`config.mk`:
```
export PLATFORM = sky130hd
export DESIGN_NAME = fc_rx_word_sync
export DESIGN_NICKNAME = d
export VERILOG_FILES = /design/src/rtl/fc_rx_word_sync.sv
export SDC_FILE = /design/constraint.sdc
export NUM_CORES = 1
export LEC_CHECK = 0
export CORE_MARGIN = 5
export CORE_UTILIZATION = 50
export DETAILED_ROUTE_END_ITERATION = 6
export PLACE_DENSITY_LB_ADDON = 0.2
export SYNTH_ARGS = -nofsm -noshare
export SYNTH_HDL_FRONTEND = slang
export SYNTH_SLANG_ARGS = --single-unit
```
`constraint.sdc`:
```
create_clock -name clk -period 3.3 [get_ports clk]
set_clock_uncertainty 0.2 [all_clocks]
set_input_delay 0.66 -clock clk [delete_from_list [all_inputs] [get_ports clk]]
set_output_delay 0.66 -clock clk [all_outputs]
set_load 0.05 [all_outputs]
```
`src/rtl/fc_rx_word_sync.sv`:
```
// fc_rx_word_sync
//   Receive word synchroniser between the PHY's little-endian parallel RX
//   output and a big-endian Avalon-ST RX stream. Finds K28.5 (0xBC, k=1) in
//   any byte lane, runs a LOS/ACQ/SYNC state machine with error hysteresis,
//   realigns words to the K28.5 lane and byte-swaps them to big-endian.
//   Saturating counters track invalid words and SYNC->LOS transitions.
//
// Ports
//   clk            single clock
//   reset          synchronous, active-high
//   in_valid       input word qualifier
//   in_data        PHY data, little-endian (lane 0 = bits [7:0] = first byte)
//   in_datak       per-lane K flags
//   in_errdetect   per-lane code-group error
//   in_disperr     per-lane disparity error
//   cnt_clear      synchronous clear of both statistics counters
//   out_valid      out_data/out_datak valid and block in SYNC
//   out_data       aligned word, big-endian (MSB byte = first byte)
//   out_datak      K flags, big-endian order
//   aligned        high while in SYNC
//   sync_state     0 = LOS, 1 = ACQ, 2 = SYNC
//   offset         latched K28.5 lane
//   code_err_cnt   saturating count of invalid words
//   sync_loss_cnt  saturating count of SYNC->LOS transitions
module fc_rx_word_sync #(
  parameter int BYTES        = 4,
  parameter int ACQUIRE_CNT  = 3,
  parameter int LOSS_ERR_CNT = 4,
  parameter int CNT_W        = 16,
  localparam int W           = 8 * BYTES,
  localparam int OFF_W       = ($clog2(BYTES) > 1) ? $clog2(BYTES) : 1
) (
  input  logic             clk,
  input  logic             reset,
  input  logic             in_valid,
  input  logic [W-1:0]     in_data,
  input  logic [BYTES-1:0] in_datak,
  input  logic [BYTES-1:0] in_errdetect,
  input  logic [BYTES-1:0] in_disperr,
  input  logic             cnt_clear,
  output logic             out_valid,
  output logic [W-1:0]     out_data,
  output logic [BYTES-1:0] out_datak,
  output logic             aligned,
  output logic [1:0]       sync_state,
  output logic [OFF_W-1:0] offset,
  output logic [CNT_W-1:0] code_err_cnt,
  output logic [CNT_W-1:0] sync_loss_cnt
);

  localparam int CTR_W = 4;

  typedef enum logic [1:0] {
    ST_LOS  = 2'd0,
    ST_ACQ  = 2'd1,
    ST_SYNC = 2'd2
  } state_t;

  state_t             state_q, state_nxt;
  logic [OFF_W-1:0]   offset_q, off_nxt;
  logic [CTR_W-1:0]   acq_q, acq_nxt;
  logic [CTR_W-1:0]   credit_q, credit_nxt;
  logic               run_q, run_nxt;
  logic               loss_evt;

  logic [BYTES-1:0]   k_lane;
  logic [BYTES-1:0]   off_onehot;
  logic [OFF_W-1:0]   kpos;
  logic               k_found;
  logic               bad_word;
  logic               stray_k;

  logic [W-1:0]       prev_data_p0;
  logic [BYTES-1:0]   prev_k_p0;

  logic [2*W-1:0]     pair_data;
  logic [2*BYTES-1:0] pair_k;
  logic [W-1:0]       al_data;
  logic [BYTES-1:0]   al_k;
  logic [W-1:0]       be_data;
  logic [BYTES-1:0]   be_k;

  logic               out_valid_p1;
  logic [W-1:0]       out_data_p1;
  logic [BYTES-1:0]   out_datak_p1;
  logic               aligned_p1;
  logic [CNT_W-1:0]   code_err_q;
  logic [CNT_W-1:0]   sync_loss_q;

  // K28.5 detection per lane, and big-endian swap of the aligned word
  for (genvar g = 0; g < BYTES; g++) begin : g_lane
    assign k_lane[g] = in_datak[g] & (in_data[8*g +: 8] == 8'hBC);
    assign be_data[8*(BYTES-1-g) +: 8] = al_data[8*g +: 8];
    assign be_k[BYTES-1-g]             = al_k[g];
  end

  always_comb begin
    k_found = 1'b0;
    kpos    = '0;
    // Descending scan so the lowest K-lane index wins
    for (int i = BYTES - 1; i >= 0; i--) begin
      if (k_lane[i]) begin
        k_found = 1'b1;
        kpos    = OFF_W'(i);
      end
    end
  end

  assign bad_word   = (|in_errdetect) | (|in_disperr);
  assign off_onehot = BYTES'(1) << offset_q;
  assign stray_k    = |(k_lane & ~off_onehot);

  always_comb begin
    state_nxt  = state_q;
    off_nxt    = offset_q;
    acq_nxt    = acq_q;
    credit_nxt = credit_q;
    run_nxt    = run_q;
    loss_evt   = 1'b0;
    if (in_valid) begin
      case (state_q)
        ST_LOS: begin
          if (!bad_word && k_found) begin
            off_nxt    = kpos;
            acq_nxt    = CTR_W'(1);
            credit_nxt = '0;
            run_nxt    = 1'b0;
            state_nxt  = (ACQUIRE_CNT == 1) ? ST_SYNC : ST_ACQ;
          end
        end
        ST_ACQ: begin
          if (bad_word) begin
            state_nxt = ST_LOS;
            acq_nxt   = '0;
          end else if (k_found) begin
            if (kpos == offset_q) begin
              acq_nxt = acq_q + CTR_W'(1);
              if ((acq_q + CTR_W'(1)) >= CTR_W'(ACQUIRE_CNT)) begin
                state_nxt  = ST_SYNC;
                credit_nxt = '0;
                run_nxt    = 1'b0;
              end
            end else begin
              off_nxt = kpos;
              acq_nxt = CTR_W'(1);
            end
          end
        end
        ST_SYNC: begin
          // An invalid word with a stray K28.5 is still one bad word
          if (bad_word || stray_k) begin
            run_nxt = 1'b0;
            if ((credit_q + CTR_W'(1)) >= CTR_W'(LOSS_ERR_CNT)) begin
              state_nxt  = ST_LOS;
              credit_nxt = '0;
              acq_nxt    = '0;
              loss_evt   = 1'b1;
            end else begin
              credit_nxt = credit_q + CTR_W'(1);
            end
          end else if (run_q) begin
            // Second good word of a run pays back one credit
            run_nxt = 1'b0;
            if (credit_q != '0) credit_nxt = credit_q - CTR_W'(1);
          end else begin
            run_nxt = 1'b1;
          end
        end
        default: state_nxt = ST_LOS;
      endcase
    end
  end

  // Realignment: lanes offset..BYTES-1 of the previous word followed by
  // lanes 0..offset-1 of the current word. The updated offset is used so a
  // word that enters SYNC is already aligned to the lane it latched.
  assign pair_data = {in_data, prev_data_p0} >> {off_nxt, 3'b000};
  assign pair_k    = {in_datak, prev_k_p0} >> off_nxt;
  assign al_data   = pair_data[W-1:0];
  assign al_k      = pair_k[BYTES-1:0];

  // Stage p0: control state and previous-word register
  // Stage p1: big-endian output register and counters
  always_ff @(posedge clk) begin
    if (reset) begin
      state_q      <= ST_LOS;
      offset_q     <= '0;
      acq_q        <= '0;
      credit_q     <= '0;
      run_q        <= 1'b0;
      prev_data_p0 <= '0;
      prev_k_p0    <= '0;
      out_valid_p1 <= 1'b0;
      out_data_p1  <= '0;
      out_datak_p1 <= '0;
      aligned_p1   <= 1'b0;
      code_err_q   <= '0;
      sync_loss_q  <= '0;
    end else begin
      out_valid_p1 <= in_valid && (state_nxt == ST_SYNC);
      if (in_valid) begin
        state_q      <= state_nxt;
        offset_q     <= off_nxt;
        acq_q        <= acq_nxt;
        credit_q     <= credit_nxt;
        run_q        <= run_nxt;
        prev_data_p0 <= in_data;
        prev_k_p0    <= in_datak;
        out_data_p1  <= be_data;
        out_datak_p1 <= be_k;
        aligned_p1   <= (state_nxt == ST_SYNC);
      end
      if (cnt_clear) begin
        code_err_q <= '0;
      end else if (in_valid && bad_word && !(&code_err_q)) begin
        code_err_q <= code_err_q + CNT_W'(1);
      end
      if (cnt_clear) begin
        sync_loss_q <= '0;
      end else if (loss_evt && !(&sync_loss_q)) begin
        sync_loss_q <= sync_loss_q + CNT_W'(1);
      end
    end
  end

  assign out_valid     = out_valid_p1;
  assign out_data      = out_data_p1;
  assign out_datak     = out_datak_p1;
  assign aligned       = aligned_p1;
  assign sync_state    = state_q;
  assign offset        = offset_q;
  assign code_err_cnt  = code_err_q;
  assign sync_loss_cnt = sync_loss_q;

endmodule

```
==> Word level (Yosys, flattened, before mapping) <==
Index checks and enable logic that the tools add are counted.
{ "totals": {"register_bits": 119} }
{ "classes": {"add_sub_neg": 5, "n_lt_le_gt_ge": 2, "n_eq_ne": 18, "shift": 3, "muxes": 52, "bitwise": 7, "reduce_logical": 21} }
{ "op_table": {"columns": ["operator", "count"], "rows": [
  ["$shr A64 B5 Y32", 1],
  ["$mux W4", 15],
  ["$mux W2", 17],
  ["$add A16 B1 Y16 const B", 2],
  ["$eq A8 B8 Y1 const B", 4],
  ["$reduce_and A16 Y1", 2],
  ["$pmux W4 S3", 2],
  ["$mux W1", 15],
  ["$ne A2 B2 Y1 const B", 7],
  ["$reduce_or A4 Y1", 3],
  ["$ne A3 B3 Y1 const B", 3],
  ["$reduce_and A9 Y1", 1],
  ["$add A4 B1 Y4 const B", 2],
  ["$shr A8 B2 Y4", 1],
  ["$reduce_and A7 Y1", 1],
  ["$pmux W2 S3", 1],
  ["$reduce_and A6 Y1", 1],
  ["$logic_and A1 B1 Y1", 5],
  ["$and A1 B1 Y1", 4],
  ["$and A4 B4 Y4", 1],
  ["$eq A2 B2 Y1 const B", 2],
  ["$ge A4 B2 Y1 const B", 1],
  ["$ge A4 B3 Y1 const B", 1],
  ["$not A4 Y4", 1],
  ["other kinds (13)", 15]
]} }

==> Longest topological paths before layout <==
{ "logic_depth": {"word_depth": 14, "depth_mapped": 10, "mapped_depth_nobuf": 9} }

==> Least setup slack after synthesis <==
No wires, ideal clock.
{ "synth_path": {"path_type": "input to register", "from": "input in_data[26]", "to": "register credit_q[3]", "arrival_time_ns": 2.810, "required_ns": 3.030, "setup_slack_ns": 0.220, "stages": 8, "n_path_buf": 1, "path_cell_list": "or2b_1 -> nor4_4 -> or4b_1 -> a2111oi_2 -> o21bai_1 -> buf_2 -> or4_1 -> a21oi_1"} }
{ "synth_between": {"elab_chain_len": 9, "elab_cells_between_ends": 23} }
{ "synth_lines": {"columns": ["element", "line_no", "source"], "rows": [
  ["from (decl)", "36", "input logic [W-1:0] in_data,"],
  ["$eq A8 B8 Y1 *", "92", "assign k_lane[g] = in_datak[g] & (in_data[8*g +: 8] == 8'hBC);"],
  ["$and A1 B1 Y1 *", "92", null],
  ["$mux W2 / $mux W1 (equally long branches) (4 in series)", "102", "if (k_lane[i]) begin"],
  ["$eq A2 B2 Y1 / $logic_and A1 B1 Y1 (equally long branches)", "136, 123", null],
  ["$ne A2 B2 Y1 (no line)", null, null],
  ["$reduce_and A9 Y1 (no line)", null, null],
  ["to (signal assigned)", "205", "credit_q <= credit_nxt;"],
  ["to (decl)", "62", "logic [CTR_W-1:0] credit_q, credit_nxt;"]
]} }
Mark *: on every way between the ends. The rest lies on a longest branch, timed or not.
A chain may end at the register's enable or synchronous reset.

==> Worst setup path after layout <==
{ "layout_path": {"from": "input in_datak[2]", "to": "register credit_q[1]"} }
{ "layout_between": {"elab_chain_len": 7, "elab_cells_between_ends": 20} }
{ "layout_lines": {"columns": ["element", "line_no", "source"], "rows": [
  ["from (decl)", "37", "input logic [BYTES-1:0] in_datak,"],
  ["$and A1 B1 Y1 *", "92", null],
  ["$mux W2 / $mux W1 (equally long branches) (3 in series)", "102", null],
  ["$eq A2 B2 Y1 / $logic_and A1 B1 Y1 (equally long branches)", "136, 123", null],
  ["$ne A2 B2 Y1 (no line)", null, null],
  ["$reduce_and A9 Y1 (no line)", null, null]
]} }
Marks and branches as above.

==> flow_metrics.py <==
metrics = {
    "placement": {
        "dp_hpwl_mm": 11.9,
        "placed_cell_area_um2": 7650,
        "portBuffers": 121,
        "place_congestion": 0.861,
        "place_inst": 932,
    },
    "flow_run": {
        "drv_cap": 0,
    },
    "yosys": {
        "ys_warn_count": 0,
        "mappedNetlistNets": 694,
        "synthCells": 636,
        "synth_area_um2": 5830,
        "avgSynthCellArea_um2": 9.16,
        "ys.flop_type": "dfxtp_1",
        "yosysSeqAreaShare": 0.409,
        "ys_types": 55,
        "synth_seq_cells": 119,
        "synth-edff-count": 0,
        "async_flop_share": 0,
    },
    "global_routing": {
        "met2_usage": 0.388,
        "gr-total-overflow": 0,
        "grt-busiest-layer": "met2",
        "grt_max_degree": 37,
        "grt_pass1_vias": 5674,
        "grt_pass1_wl_mm": 27.6,
        "antenna_found_initial": 0,
        "global_route.usage.met3": 0.0519,
        "grtUsageMet1": 0.302,
        "grtUsageTotal": 0.237,
    },
    "sta": {
        "max_slew_margin": 0.545,
        "setup_viol": 0,
        "fin_crit_sh": 0.973,
        "fmax_ghz": 0.311,
        "hold_violations": 0,
        "period_minus_slack_ns": 3.21,
        "drv_slew": 0,
        "rsz0062_at_grt": "false",
        "worstMarginPinSlew_ns": 0.677,
    },
    "pwr": {
        "finalPower_mw": 3.69,
        "irDropWorstVdd_mv": 0.354,
        "leakagePower_nw": 3.51,
        "power.density_nw_per_um2": 446,
    },
    "worst_hold_path": {
        "min_delay_path_depth": 2,
        "hold_class": "register to register",
    },
    "setup_path": {
        "critPathMaxStageDelay_ns": 0.48,
        "worst-setup-path-type": "input port to register",
        "worstPathRequired_ns": 3.45,
        "crit_path_start_kind": "input port",
        "worstPathCellList": "clkdlybuf4s50_1, or3b_1, o31ai_1, o21ai_0, and2_1, and3_1, or4_1, a21oi_1",
        "slowest_stage": "or4_1",
        "ff2ff_path_depth": 9,
        "crit_cells": 8,
        "worstPathMaxFanout": 8,
        "critPathBufInv": 1,
        "setup.worst_path.end_class": "register",
        "cp_top_family": "simple AND/OR/NAND/NOR gates",
        "cp.arrival_ns": 3.36,
    },
    "detailed_routing": {
        "viasPerCell": 5.81,
        "postRouteAntennaNets": 0,
        "drt-total-wl_mm": 16.8,
        "drt_iter0_drc": 366,
        "dr.pass1.iters": 5,
        "vias": 5601,
        "route.detailed.drc": 0,
        "wl_per_cell_um": 17.5,
    },
    "cells_and_area": {
        "final_cell_area_um2": 8280,
        "layout-drive-gt1-share": 0.143,
        "area_growth_pct": 42.1,
        "antenna_cells": 0,
        "fin_cells": 964,
        "post-route-util": 0.726,
        "nets": 866,
    },
    "clock_network": {
        "cts_tree": "done",
        "htreeDepth": 4,
        "clk_latency_ns": 0.41,
        "clkSinkCount": 119,
        "clk_path_buf_depth": 2,
        "cts_setup_buffers": 0,
        "clkSlewWorstSetupHoldPaths_ns": 0.06,
        "numCtsBuffers": 17,
        "cts_root_buf": "clkbuf_16",
    },
    "floorplan": {
        "start_util": 0.510,
        "die_w_um": 118,
        "dieArea_um2": 13900,
        "die_h_um": 118,
        "io_pins": 122,
        "core-area_um2": 11400,
        "rows": 39,
    },
    "run_status": {
        "status": "completed",
    },
}
[synthesized netlist by cell type (2+ instances only)]
cell type    n  share of area
a2111oi_2    2         0.0052
a211oi_1     4         0.0052
a21boi_0     2         0.0026
a21oi_1     16          0.014
a31oi_1      3         0.0032
and2_1       2         0.0021
and3_1      10          0.011
and4_1       4         0.0060
buf_1        9         0.0058
buf_2        7         0.0060
clkbuf_1    21          0.014
dfxtp_1    119           0.41
ha_1        10          0.021
inv_1       13         0.0084
mux2i_1     92           0.16
nand2_1     58          0.037
nand2b_1     4         0.0043
nand3_1     14          0.012
nand3b_1     4         0.0052
nand4_1      8         0.0086
nand4b_1     5         0.0075
nor2_1      84          0.054
nor2b_1      3         0.0032
nor3_1      11         0.0094
nor3_2       3         0.0052
nor4_1       5         0.0054
o211ai_1     3         0.0039
o21ai_0      9         0.0077
o21bai_1     2         0.0026
o221ai_1    36          0.054
o22ai_1      2         0.0021
o31ai_1      7         0.0090
o41ai_1      2         0.0030
or3_1        4         0.0043
or3b_1       4         0.0060
or4_1        7         0.0090
xnor2_1     12          0.018
xor2_1      18          0.027
[layer usage]
layer,wire (um),vias to the layer above,share of wire
li1,-,2661,-
met1,7410,2711,0.44
met2,8100,196,0.48
met3,975,33,0.058
met4,357,0,0.021
met5,0,-,0
[metrics by stage]
step / hold slack, ns / TNS [ns] / worst slack [ns]
2_1_floorplan: 0.242 / 0 / 0.220
3_3_place_gp: 0.245 / -5.96 / -0.244
3_5_place_dp: 0.248 / -9.10 / -0.320
4_1_cts: 0.263 / 0 / 0.115
5_1_grt: 0.288 / 0 / 0.00576
6_report: 0.264 / 0 / 0.0894
[tightest hold or removal path, cell delays in order, from the launching register on]
cell,delay (ns)
dfxtp_1,0.32
nand2_1,0.05
o221ai_1,0.06
[layout by cell type (no fill, tap or decap), types with 8 or more instances in the layout]
cell and count:
dfxtp_1 119, clkdlybuf4s50_1 119, mux2i_1 91, nor2_1 83, buf_4 64, nand2_1 58
o221ai_1 36, xor2_1 18, clkbuf_16 17, a21oi_1 16, nand3_1 14, inv_1 13
xnor2_1 12, nor3_1 11, and3_1 10, ha_1 10, o21ai_0 8, nand4_1 8
[sequential cells by signal, indices dropped and copies added (netlist names)]
register	cells
prev_k_p0	4
offset	2
credit_q	4
out_data	32
sync_loss_cnt	16
run_q	1
sync_state	2
prev_data_p0	32
out_valid	1
aligned	1
code_err_cnt	16
out_datak	4
acq_q	4
[worst paths after layout]
path                               startpoint            to  slack [ns]
worst max register to register  sync_state[0]  out_data[28]        0.46
worst max-delay path              in_datak[2]   credit_q[1]        0.09
worst min-delay path             out_data[10]  out_data[10]        0.26
worst min register to register   out_data[10]  out_data[10]        0.26
[cell type report]
type,instances,area [um2]
fill,867,3130
inverter,13,48.8
clock buffer,23,488
clock inverter,9,97.6
sequential,119,2380
timing repair buffer,190,1780
multi-input combinational,467,3310
tap,143,179
[kinds of logic after synthesis]
kind of cell / count (synthesis) / synth area share
compound gates: 98 / 0.128
xor+xnor: 30 / 0.0451
fa+ha+maj: 10 / 0.0215
buf+inv: 50 / 0.0337
flops: 119 / 0.409
mux: 92 / 0.158
simple gates: 237 / 0.205
[repair_timing]
action                     4_1_cts  5_1_grt
resized for setup                0        7
setup endpoints to repair        0        6
hold buffers                     0        0
[power breakdown]
part	total, mW	leakage (nW)	switching, mW	internal, mW
sequential	1.51	0.968	0.0298	1.48
combinational	0.360	2.25	0.194	0.165
clock	1.82	0.292	0.638	1.18
Note: power is estimated with default switching activity, not from simulation.
